File: config.mk
export PLATFORM = sky130hd
export DESIGN_NAME = regfile_wb_arbiter
export DESIGN_NICKNAME = d
export VERILOG_FILES = /design/src/rtl/rf_pkg.sv /design/src/rtl/rr_arb2.sv /design/src/rtl/regfile_wb_arbiter.sv
export SDC_FILE = /design/constraint.sdc
export NUM_CORES = 1
export LEC_CHECK = 0
export CAP_MARGIN = 10
export CORE_MARGIN = 2
export CORE_UTILIZATION = 35
export DETAILED_ROUTE_END_ITERATION = 8
export GPL_TIMING_DRIVEN = 0
export PLACE_DENSITY = 0.67
export SLEW_MARGIN = 25
export SYNTH_ARGS = -nofsm -noshare
export SYNTH_HDL_FRONTEND = slang
export SYNTH_HIERARCHICAL = 1
export SYNTH_SLANG_ARGS = --single-unit
File: constraint.sdc
create_clock -name clk -period 2.44 [get_ports clk]
set_input_delay 0.488 -clock clk [delete_from_list [all_inputs] [get_ports clk]]
set_output_delay 0.488 -clock clk [all_outputs]
set_load 0.01 [all_outputs]
File: src/rtl/rf_pkg.sv
// Shared register-file constants and writeback port identifiers.
// Imported by the writeback arbiter and by the register file itself.
package rf_pkg;

    localparam int XLEN   = 32;
    localparam int REG_AW = 5;
    localparam int NREGS  = 1 << REG_AW;

    typedef enum logic {
        WB_CORE = 1'b0,
        WB_LONG = 1'b1
    } wb_port_e;

    function automatic logic [NREGS-1:0] reg_onehot(input logic [REG_AW-1:0] r);
        return NREGS'(1) << r;
    endfunction

endpackage

File: src/rtl/rr_arb2.sv
// Two-way round-robin arbiter; last_grant remembers the most recent winner
// so the other port wins the next contention.
module rr_arb2
    import rf_pkg::*;
(
    input  logic       clk,
    input  logic       rst,
    input  logic [1:0] req,
    input  logic       xfer,
    output logic [1:0] grant
);

    wb_port_e last_grant;

    always_comb begin
        grant = 2'b00;
        if (!rst) begin
            unique case (req)
                2'b01:   grant = 2'b01;
                2'b10:   grant = 2'b10;
                2'b11:   grant = (last_grant == WB_LONG) ? 2'b01 : 2'b10;
                default: grant = 2'b00;
            endcase
        end
    end

    // Reset to WB_LONG so the core port wins the first contention.
    always_ff @(posedge clk) begin
        if (rst) begin
            last_grant <= WB_LONG;
        end else if (xfer) begin
            last_grant <= grant[1] ? WB_LONG : WB_CORE;
        end
    end

endmodule

File: src/rtl/regfile_wb_arbiter.sv
// Shares the register-file write port between the core writeback and a
// long-latency unit, and tracks registers the long-latency unit still owes.
module regfile_wb_arbiter
    import rf_pkg::*;
#(
    parameter int XLEN   = rf_pkg::XLEN,
    parameter int REG_AW = rf_pkg::REG_AW,
    parameter int NREGS  = rf_pkg::NREGS
) (
    input  logic              clk,
    input  logic              rst,
    input  logic              wb0_valid,
    input  logic [REG_AW-1:0] wb0_rd,
    input  logic [XLEN-1:0]   wb0_data,
    output logic              wb0_ready,
    input  logic              wb1_valid,
    input  logic [REG_AW-1:0] wb1_rd,
    input  logic [XLEN-1:0]   wb1_data,
    output logic              wb1_ready,
    input  logic              claim_valid,
    input  logic [REG_AW-1:0] claim_rd,
    output logic [NREGS-1:0]  pending_mask,
    output logic              claim_err,
    output logic              regWrite,
    output logic [REG_AW-1:0] rd,
    output logic [XLEN-1:0]   writeData
);

    logic [1:0]        grant;
    logic              xfer0, xfer1, xfer;
    logic [REG_AW-1:0] win_rd;
    logic [XLEN-1:0]   win_data;
    logic              we_p1;
    logic [NREGS-1:0]  set_vec, clr_vec;
    logic              claim_set;

    rr_arb2 u_arb (
        .clk   (clk),
        .rst   (rst),
        .req   ({wb1_valid, wb0_valid}),
        .xfer  (xfer),
        .grant (grant)
    );

    assign wb0_ready = grant[0];
    assign wb1_ready = grant[1];
    assign xfer0     = wb0_valid && wb0_ready;
    assign xfer1     = wb1_valid && wb1_ready;
    assign xfer      = xfer0 || xfer1;

    always_comb begin
        win_rd   = wb0_rd;
        win_data = wb0_data;
        if (xfer1) begin
            win_rd   = wb1_rd;
            win_data = wb1_data;
        end
    end

    // ---- p0 -> p1: winning write registered onto the register-file port ----
    always_ff @(posedge clk) begin
        if (rst) begin
            we_p1     <= 1'b0;
            rd        <= '0;
            writeData <= '0;
        end else if (xfer) begin
            we_p1     <= (win_rd != '0);
            rd        <= win_rd;
            writeData <= win_data;
        end else begin
            we_p1     <= 1'b0;
        end
    end

    // A reset in the write cycle drops the registered write before it commits.
    assign regWrite = we_p1 && !rst;

    assign claim_set = claim_valid && (claim_rd != '0);
    assign set_vec   = claim_set ? reg_onehot(claim_rd) : '0;
    assign clr_vec   = xfer1 ? reg_onehot(wb1_rd) : '0;

    // Set is applied after clear: a same-cycle claim is younger than the write.
    always_ff @(posedge clk) begin
        if (rst) begin
            pending_mask <= '0;
            claim_err    <= 1'b0;
        end else begin
            pending_mask <= (pending_mask & ~clr_vec) | set_vec;
            claim_err    <= claim_set && |(pending_mask & set_vec) && !(|(clr_vec & set_vec));
        end
    end

endmodule

# == Word-level counts from Yosys, hierarchy flattened ==
# Index checks and enable logic that the tools add are counted.
# Widths: inputs -> output; s select.
# word_totals
reg_bits,72
# classes
bitwise,6
n_mux,8
reduce_logical,14
n_eq_ne,3
shift,2
# op_table
cell,count
$and 32x32->32,3
$mux 32,3
$reduce_or 32->1,2
$shl 1x5->32 const A,2
$not 32->32,1
$or 32x32->32,1
$reduce_bool 5->1,2
$logic_and 1x1->1,6
$pmux 2 s3,1
$mux 5,1
$eq 2x2->1 const B,2
$mux 2,2
$eq 2x1->1 const B,1
$logic_not 1->1,2
$reduce_or 2->1,1
$logic_or 1x1->1,1
$mux 1,1
$not 1->1,1

# == Depth between registers and ports, before layout ==
# Gate-level depths: netlist of run 1.
# depth
ltp_word,9
ltp_mapped,9
depth_no_buf,8

# == Hierarchy ==
# The synthesis of run 1 kept the hierarchy.
# by_module_without_submodules
mod,seq_area_each_um2,area_per_inst_um2,cells_per_inst,n_inst
regfile_wb_arbiter,1421.4,3759.9,494,1
rr_arb2,20.0,62.6,8,1

# == Least setup slack after synthesis of run 1 ==
# Ideal clock, no wire load.
# synth_timing
kind,input port to flip-flop
from,in wb0_valid
to,reg claim_err
slack_ns,0.273
setup_time_ns,0.091
path_stages,8
arrival_ns,2.075
cell_sequence,nand2_1 -> and3_1 -> and3b_1 -> clkbuf_1 -> nand3_1 -> o32ai_1 -> or4b_1 -> nor4bb_1
# synth_via
elab_chain_cells,9
elab_cells_between_ends,11
# synth_lines
element,line_no,text
start: declaration,regfile_wb_arbiter.sv:12,"input logic wb0_valid,"
$eq 2x2->1 or $eq 2x1->1 (tied branches),rr_arb2.sv:18,unique case (req)
$pmux 2 s3 (*),rr_arb2.sv:18,
$mux 2 (*),rr_arb2.sv:17,if (!rst) begin
net wb1_ready,regfile_wb_arbiter.sv:19,"output logic wb1_ready,"
$logic_and 1x1->1 (*),regfile_wb_arbiter.sv:48,assign xfer1 = wb1_valid && wb1_ready;
$mux 32 (*),regfile_wb_arbiter.sv:80,assign clr_vec = xfer1 ? reg_onehot(wb1_rd) : '0;
$and 32x32->32 (*),regfile_wb_arbiter.sv:89,claim_err <= claim_set && |(pending_mask & set_vec) && !(|(clr_vec & set_vec));
$reduce_or 32->1 (*),regfile_wb_arbiter.sv:89,
$logic_not 1->1 (*),regfile_wb_arbiter.sv:89,
$logic_and 1x1->1 (*),regfile_wb_arbiter.sv:89,
end signal: assignment,regfile_wb_arbiter.sv:89,
end: declaration,regfile_wb_arbiter.sv:23,"output logic claim_err,"
# The timed path passes the listed nets; every way through them passes the cells marked *.
# A chain may end at the register's enable or synchronous reset.

# == Worst setup path in the final report of run 1 ==
# layout_timing
from,in claim_rd[2]
to,reg claim_err
# layout_via
elab_chain_cells,7
elab_cells_between_ends,11
# layout_lines
element,line_no,text
start: declaration,regfile_wb_arbiter.sv:21,"input logic [REG_AW-1:0] claim_rd,"
$reduce_bool 5->1,regfile_wb_arbiter.sv:78,assign claim_set = claim_valid && (claim_rd != '0);
$logic_and 1x1->1,regfile_wb_arbiter.sv:78,
$mux 32,regfile_wb_arbiter.sv:79,assign set_vec = claim_set ? reg_onehot(claim_rd) : '0;
$and 32x32->32,regfile_wb_arbiter.sv:89,
$reduce_or 32->1,regfile_wb_arbiter.sv:89,
$logic_and 1x1->1 or $logic_not 1->1 (tied branches),regfile_wb_arbiter.sv:89,
$logic_and 1x1->1 (*),regfile_wb_arbiter.sv:89,
# Every way passes the cells marked *; elsewhere a longest branch is shown, timed or not.

==> results of run 1 <==
==> tightest hold or removal path, stage by stage (launching register included) <==
cell and delay [ns]:
dfxtp_1 0.31, nand2_1 0.05, a311oi_1 0.08
==> area by class of cell <==
cell class,count,area share
clock buffer,11,0.0241
inverter,7,0.00449
clock inverter,5,0.0137
tap,140,0.0299
timing repair buffer,156,0.266
multi-input combinational,371,0.375
buffer,50,0.0406
sequential,72,0.246
==> flip-flops by register name (all words and copies together) (netlist names) <==
signal	cells
pending_mask	32
u_arb/last_grant	1
rd	5
writeData	32
claim_err	1
we_p1	1
==> placed cells by master, fill, tap and decap left out, types with 10 or more instances in the layout <==
cell type	instances
a311oi_1	38
o21ai_0	33
nor2_1	44
clkdlybuf4s50_1	151
nand4_1	13
nand3_1	56
clkbuf_1	27
nand2_1	65
a21oi_1	34
clkbuf_2	10
dfxtp_1	72
clkbuf_8	10
==> synthesized netlist by cell type, drive strengths merged (2+ instances only) <==
cell type	n
a21oi	34
a311oi	38
a32oi	3
and2	5
and2b	2
and3	7
and3b	2
and4	2
and4bb	2
buf	18
clkbuf	34
dfxtp	72
inv	7
mux2	2
mux2i	4
nand2	69
nand2b	4
nand3	58
nand4	13
nor2	45
nor2b	7
nor3	4
o2111ai	2
o21ai	34
o221ai	2
o22ai	5
o311ai	2
o32ai	2
or4b	2
xnor2	3
==> kinds of logic (layout without fill, tap and decap cells) <==
family          after synthesis  count (layout)  share of synthesized area
simple gates                229             229                      0.295
compound gates              131             131                      0.230
xor+xnor                      4               4                    0.00917
flops                        72              72                      0.377
mux                           7               7                     0.0223
buf+inv                      59             229                     0.0671
==> routing by layer <==
metal	track usage	vias up	routed length (um)
met1	0.304	2161	6080
li1	-	2179	-
met4	0.125	0	496
met5	0	-	0
met2	0.475	246	7690
met3	0.0880	36	1640
==> through the flow <==
stage               instance area (um^2)  power (uW)   util  cells
floorplan                           3820        1500      -    502
global placement                    5530        1820  0.515    795
detailed placement                  5530        1820  0.515    795
CTS                                 5800        2900  0.540    810
global route                        5860        3000  0.545    812
finish                              5860        2890  0.545    812
==> path summary, 6_finish.rpt <==
path / endpoint
worst min-delay path: writeData[25]
worst max-delay path: claim_err
worst max register to register: claim_err
worst min register to register: writeData[25]
==> power by group through the flow <==
stage,combinational (uW),clock [uW],sequential [uW]
floorplan,210,0,1290
global placement,549,0,1270
detailed placement,550,0,1270
CTS,558,1100,1250
global route,606,1140,1250
finish,565,1080,1250
==> timing repair <==
item,in CTS,in global routing
pin swaps,1,0
resized for setup,15,22
endpoints found under the setup margin,4,25
hold buffers,0,0
buffers inserted,1,2
==> reports/results.txt, run 1 <==
status: complete, but fails checks
failing checks: negative setup slack
Reg power frac: 0.432
Slew Limit Fails: 0
LEAKAGE: 0.00200 uW
initial cell density of the core: 0.356
Max Fanout on Critical Path: 10
power share of the clock group: 0.373
setup ws final: -0.0794 ns
hold_ws: 0.488 ns
Crit Path Category: input port to flip-flop
Logic pwr share: 0.195
antenna violations before repair: 0
Synth Register Bits: 72
via count: 4,622
Worst-Skew Late Latency: 0.36 ns
Max-Cap Viols: 0
fin crit period: 2.52 ns
largest net degree at the start of global routing: 13
crit end category: flip-flop
Core Box Area: 10,700 um^2
hpwl dp: 12,000 um
Crit path buffers/inverters: 3
CTS tree: yes
Post-Syn Area: 3820 um^2
Hold Path Class: flip-flop to flip-flop
Worst path top cell family by delay: buffers and inverters
number of global-route vias before repair: 4,714
Int Pwr: 2110 uW
die area: 11,800 um^2
Peak Freq: 0.397 GHz
wirelength, routed: 15,900 um
DR WL/cell: 19.6 um
total power divided by cell area: 494 nW/um^2
clk slew on worst S/H paths: 0.08 ns
Clock H-tree levels: 3
first-pass GRT wire length: 24,600 um
WP depth: 8
number of diodes: 0
register area: 1440 um^2
layout cells sized above 1: 0.0923
area grow syn2layout: 53.3%
Synth cell types: 56
die width: 109 um
endpoints failing setup: 1
number of routed nets with antenna violations: 0
Setup Total Neg Slack: -0.0794 ns
hold_sp: writeData[25]
pin slew with the least headroom to its limit: 0.645 ns
R2R Path Start: u_arb/last_grant
GR Overflow Total: 0
Multi-input gate area: 2200 um^2
share of the synthesized area in the top cell type: 0.377
main area contributors after synthesis: dfxtp_1 (38%), a311oi_1 (8.7%), nand3_1 (7.6%), nand2_1 (6.8%), a21oi_1 (4.5%)
Max stage delay on crit path: 0.53 ns
sequential fraction of the synthesis area: 0.377
via/cell ratio: 5.69
Die H: 109 um
DR pass1 iterations: 6
VDD IR max: 279 uV
Sw Ratio: 0.271
number of flops mapped to enable cells by yosys: 0
worst endpoint required time: 2.69 ns
Relative slew margins: 0.570
nets: 751
Synth area leader: dfxtp_1
GPL Wtd Cong: 1.00
Site Rows: 38
RSZ-0062 raised after global routing: true
io pins: 157
Final Skew: 0.00879 ns
Startpoint Class: input port
Initial DRC Count: 241
Final Hold Vio Count: 0
Worst Path Arrival: 2.77 ns
worst slack, placed: -0.673 ns
Cells after Synth: 502
slowest CP cell: clkdlybuf4s50_1
ys async rst share: 0
Worst R2R Path Depth: 7
Tot GR Track Use: 0.274
R2R setup slack: 0.35 ns
Setup crit start: claim_rd[2]
root buffer cell: clkbuf_8
post-route clock period utilization: 1.03
Synth Area per Inst: 7.61 um^2
CTS buffer count: 9
CTS Buffer Depth: 2
Sink Count: 72
PortBufs: 153
DR DRC count: 0
# fillers: 1,084
Switch Pwr: 785 uW
prevailing post-synth register cell: dfxtp_1
cell-by-cell trace of the critical path: clkdlybuf4s50_1 -> buf_2 -> buf_4 -> mux2i_1 -> o21ai_0 -> a311oi_1 -> nand3_1 -> nor4bb_1
Hold Path Depth: 2
Synthesis Warnings: 6
syn_nets: 586
No activity file was read; power rests on OpenSTA's default activity.
==> run 2, diff against run 1 <==
--- a/config.mk
+++ b/config.mk
@@ -10,7 +10,7 @@
 export CORE_UTILIZATION = 35
 export DETAILED_ROUTE_END_ITERATION = 8
 export GPL_TIMING_DRIVEN = 0
-export PLACE_DENSITY = 0.67
+export PLACE_DENSITY_LB_ADDON = 0.15
 export SLEW_MARGIN = 25
 export SYNTH_ARGS = -nofsm -noshare
 export SYNTH_HDL_FRONTEND = slang
==> reports/results.txt, run 2 (synthesized netlist as in run 1, its figures left out) <==
DR DRC count: 0 (unchanged)
hpwl dp: 11,700 um (-1.9%)
layout cells sized above 1: 0.0951 (+0.00283)
Max-Cap Viols: 0 (unchanged)
LEAKAGE: 0.00202 uW (+1.0%)
slowest CP cell: clkdlybuf4s50_1
nets: 753 (+0.27%)
most frequent cells in the layout: clkdlybuf4s50_1 (148), dfxtp_1 (72), nand2_1 (64)
CTS Buffer Depth: 2 (unchanged)
GR Overflow Total: 0 (unchanged)
post-route clock period utilization: 0.996 (-0.0366)
Crit Path Category: input port to flip-flop
# fillers: 1,059 (-2.3%)
antenna violations before repair: 1 (+1)
pin slew with the least headroom to its limit: 0.698 ns (+0.0530 ns)
Final Skew: 0.00794 ns (-0.000846 ns)
Die H: 109 um (unchanged)
largest net degree at the start of global routing: 13 (unchanged)
DR pass1 iterations: 5 (-1)
Largest regs: pending_mask (32), writeData (32), rd (5)
DR WL/cell: 19.6 um (-0.21%)
Slew Limit Fails: 0 (unchanged)
Final Hold Vio Count: 0 (unchanged)
Final Non-Filler Cells: 814 (+0.25%)
endpoints failing setup: 0 (-1)
cell-by-cell trace of the critical path: clkdlybuf4s50_1 -> clkbuf_4 -> buf_4 -> mux2i_1 -> o21ai_0 -> a311oi_1 -> nand3_1 -> nor4bb_4
Sink Count: 72 (unchanged)
Finished Core Util: 0.552 (+0.00664)
status: finished, final reports clean
clk slew on worst S/H paths: 0.08 ns (about the same)
Max stage delay on crit path: 0.52 ns (about the same)
CTS buffer count: 9 (unchanged)
fin crit period: 2.43 ns (-0.0893 ns)
Hold Path Class: input port to flip-flop
number of global-route vias before repair: 4,702 (-0.25%)
Relative slew margins: 0.535 (-0.0354)
Clock H-tree levels: 3 (unchanged)
Max Fanout on Critical Path: 10 (unchanged)
RSZ-0062 raised after global routing: false
wirelength, routed: 15,900 um (about the same)
Worst Path Arrival: 2.65 ns (-0.12 ns)
GPL Wtd Cong: 0.982 (-2.0%)
Placed Cells: 795 (unchanged)
Worst path top cell family by delay: buffers and inverters
io pins: 157 (unchanged)
Startpoint Class: input port
number of routed nets with antenna violations: 0 (unchanged)
via count: 4,655 (+0.71%)
first-pass GRT wire length: 24,400 um (-0.70%)
total power divided by cell area: 502 nW/um^2 (+1.8%)
die width: 109 um (unchanged)
PortBufs: 153 (unchanged)
Peak Freq: 0.412 GHz (+3.7%)
Core Box Area: 10,700 um^2 (unchanged)
crit end category: flip-flop
commonest non-fill, non-tap cell in the layout: clkdlybuf4s50_1
worst endpoint required time: 2.66 ns (-0.03 ns)
root buffer cell: clkbuf_8
Worst-Skew Late Latency: 0.35 ns (about the same)
die area: 11,800 um^2 (unchanged)
VDD IR max: 271 uV (-2.8%)
Site Rows: 38 (unchanged)
CTS tree: yes
Initial DRC Count: 310 (+29%)
Crit path buffers/inverters: 3 (unchanged)
initial cell density of the core: 0.356 (unchanged)
via/cell ratio: 5.72 (+0.47%)
area grow syn2layout: 55.1%
Tot GR Track Use: 0.271 (-0.00287)
run 2: stage by stage:
stage | TNS, ns | total power, uW | setup slack, ns | hold WS, ns | instance area [um^2]
after global placement | -9.91 | 1830 | -0.957 | 0.464 | 5530
after detailed placement | -10.09 | 1820 | -0.912 | 0.473 | 5530
final | 0 | 2980 | 0.00987 | 0.404 | 5930
after floorplan | 0 | 1500 | 0.273 | 0.502 | 3820
after global routing | 0 | 3090 | 0.0119 | 0.410 | 5930
after CTS | 0 | 2980 | 0.00942 | 0.486 | 5880
run 2: final timing paths:
path / from / endpoint / slack, ns / cells after the start
worst max register to register: u_arb/last_grant / claim_err / 0.31 / 10
worst min register to register: pending_mask[0] / pending_mask[0] / 0.48 / 1
worst max-delay path: claim_rd[2] / claim_err / 0.01 / 8
worst min-delay path: rst / u_arb/last_grant / 0.40 / 2
run 2: what timing repair did:
item,CTS,global route
buffers inserted,7,0
setup endpoints to repair,1,27
pin swaps,4,2
gates cloned,0,0
hold buffers,0,0
resized for setup,24,21
run 2: where the power goes:
part,total [uW],leakage [uW],switching (uW),internal (uW)
registers,1250,0.000585,26.8,1220
clock network,1160,0.000113,482,676
logic,571,0.00133,286,286
total,2980,0.00202,795,2180
run 2: routing by layer:
metal,vias up,part of all wire,GRT usage
li1,2176,-,-
met1,2183,0.38,0.296
met2,248,0.49,0.471
met3,48,0.089,0.0874
met4,0,0.037,0.136
met5,-,0,0
run 2: final cells by class:
cell class | instances | area, um^2 | share of cell area
Clock buffer | 10 | 128 | 0.0215
Buffer | 48 | 228 | 0.0384
Inverter | 7 | 26.3 | 0.00443
Tap cell | 140 | 175 | 0.0295
Clock inverter | 5 | 106 | 0.0179
Timing Repair Buffer | 160 | 1590 | 0.268
Multi-Input combinational cell | 371 | 2230 | 0.377
Antenna cell | 1 | 2.50 | 0.000422
Sequential cell | 72 | 1440 | 0.243
==> run 3, diff against run 2 <==
--- a/config.mk
+++ b/config.mk
@@ -11,6 +11,7 @@
 export DETAILED_ROUTE_END_ITERATION = 8
 export GPL_TIMING_DRIVEN = 0
 export PLACE_DENSITY_LB_ADDON = 0.15
+export RECOVER_POWER = 100
 export SLEW_MARGIN = 25
 export SYNTH_ARGS = -nofsm -noshare
 export SYNTH_HDL_FRONTEND = slang
==> reports/results.txt, run 3 (synthesized netlist as in run 1, its figures left out) <==
status: finished, final reports clean
pin slew with the least headroom to its limit: 0.699 ns (+0.00139 ns)
Setup Total Neg Slack: 0 ns (unchanged)
Site Rows: 38 (unchanged)
largest net degree at the start of global routing: 13 (unchanged)
commonest non-fill, non-tap cell in the layout: clkdlybuf4s50_1
total power divided by cell area: 500 nW/um^2 (-0.47%)
RSZ-0062 raised after global routing: false
Sink Count: 72 (unchanged)
Design Power: 2950 uW (-0.85%)
Die H: 109 um (unchanged)
worst endpoint required time: 2.66 ns (about the same)
number of global-route vias before repair: 4,702 (unchanged)
endpoints failing setup: 0 (unchanged)
Clock H-tree levels: 3 (unchanged)
Largest regs: pending_mask (32), writeData (32), rd (5)
Relative slew margins: 0.534 (-0.000926)
die width: 109 um (unchanged)
Hold Path Class: input port to flip-flop
DR DRC count: 0 (unchanged)
post-route clock period utilization: 1.00 (+0.00375)
Final Skew: 0.00956 ns (+0.00161 ns)
io pins: 157 (unchanged)
Startpoint Class: input port
first-pass GRT wire length: 24,400 um (unchanged)
# fillers: 1,066 (+0.66%)
CTS tree: yes
GR Overflow Total: 0 (unchanged)
initial cell density of the core: 0.356 (unchanged)
VDD IR max: 268 uV (-1.1%)
via/cell ratio: 5.70 (-0.37%)
LEAKAGE: 0.00225 uW (+11%)
antenna violations before repair: 1 (unchanged)
Max Fanout on Critical Path: 10 (unchanged)
area grow syn2layout: 54.5%
root buffer cell: clkbuf_8
DR WL/cell: 19.6 um (+0.13%)
Worst R2R Path Depth: 10 (unchanged)
crit end category: flip-flop
fin crit period: 2.44 ns (+0.00915 ns)
DR pass1 iterations: 5 (unchanged)
R2R Path Start: u_arb/last_grant
wirelength, routed: 15,900 um (+0.13%)
Worst-Skew Late Latency: 0.35 ns (about the same)
PortBufs: 153 (unchanged)
GPL Wtd Cong: 0.982 (unchanged)
slowest CP cell: clkdlybuf4s50_1
Worst Path Arrival: 2.66 ns (about the same)
die area: 11,800 um^2 (unchanged)
Tot GR Track Use: 0.271 (unchanged)
cell-by-cell trace of the critical path: clkdlybuf4s50_1 -> clkbuf_4 -> buf_4 -> mux2i_1 -> o21ai_0 -> a311oi_1 -> nand3_1 -> nor4bb_4
Setup crit start: claim_rd[2]
Max stage delay on crit path: 0.52 ns (about the same)
via count: 4,638 (-0.37%)
clk slew on worst S/H paths: 0.08 ns (about the same)
CTS Buffer Depth: 2 (unchanged)
Slew Limit Fails: 0 (unchanged)
Hold Path Depth: 2 (unchanged)
layout cells sized above 1: 0.0847 (-0.0104)
CTS buffer count: 9 (unchanged)
hold_sp: rst
nets: 753 (unchanged)
Max-Cap Viols: 0 (unchanged)
hold buffers post-CTS: 0 (unchanged)
Final Non-Filler Cells: 814 (unchanged)
Crit Path Category: input port to flip-flop
Peak Freq: 0.410 GHz (-0.37%)
hpwl dp: 11,700 um (unchanged)
Final Hold Vio Count: 0 (unchanged)
Initial DRC Count: 288 (-7.1%)
number of routed nets with antenna violations: 0 (unchanged)
hold_ws: 0.406 ns (+0.00195 ns)
Core Box Area: 10,700 um^2 (unchanged)
most frequent cells in the layout: clkdlybuf4s50_1 (75), dlygate4sd3_1 (73), dfxtp_1 (72)
Placed Cells: 795 (unchanged)
==> run 3: cell types whose count changed in the layout (fill, tap and decap cells not counted), moves of 3 or more <==
cell,delta
buf_1,-4
dlygate4sd3_1,+73
buf_4,-3
clkdlybuf4s50_1,-73
clkbuf_1,+7
==> run 3: final timing paths <==
path | to | slack, ns
worst max-delay path | claim_err | 0.0007
worst min-delay path | u_arb/last_grant | 0.41
worst max register to register | claim_err | 0.21
worst min register to register | pending_mask[0] | 0.48
==> run 3: routing by layer <==
layer | vias up | global-route usage | part of all wire
met4 | 0 | 0.136 | 0.037
li1 | 2180 | - | -
met2 | 263 | 0.471 | 0.49
met3 | 55 | 0.0874 | 0.093
met1 | 2140 | 0.296 | 0.38
met5 | - | 0 | 0
==> run 3: worst max-delay path, delay by kind of cell <==
kind | cells | cell delay (ns)
buffers and inverters | 3 | 0.99
multiplexers | 1 | 0.23
AO/OA/AOI/OAI | 2 | 0.55
AND/OR/NAND/NOR | 2 | 0.39
==> run 3: what timing repair did <==
item / 4_1_cts / 5_1_grt
setup endpoints to repair: 1 / 27
gates cloned: 0 / 0
pin swaps: 4 / 2
setup buffers: 7 / 0
resized for setup: 24 / 21
==> run 3: where the power goes <==
group          internal, uW  switching [uW]
clock network           676             478
logic                   267             285
registers              1220            24.6
==> run 3: cell type report <==
class / instances / area [um^2] / share of cell area
multi-input combinational: 371 / 2220 / 0.376
timing repair buffer: 160 / 1580 / 0.268
sequential: 72 / 1440 / 0.244
buffer: 48 / 226 / 0.0383
tap: 140 / 175 / 0.0297
clock buffer: 10 / 128 / 0.0216
clock inverter: 5 / 106 / 0.0180
inverter: 7 / 26.3 / 0.00445
antenna: 1 / 2.50 / 0.000424
==> run 3: through the flow <==
| stage | setup WS (ns) | utilization | area [um^2] |
|---|---|---|---|
| after CTS | 0.00942 | 0.548 | 5880 |
| after detailed placement | -0.912 | 0.515 | 5530 |
| after floorplan | 0.273 | - | 3820 |
| after global routing | 0.0119 | 0.550 | 5910 |
| final | 0.000719 | 0.550 | 5910 |
| after global placement | -0.957 | 0.515 | 5530 |
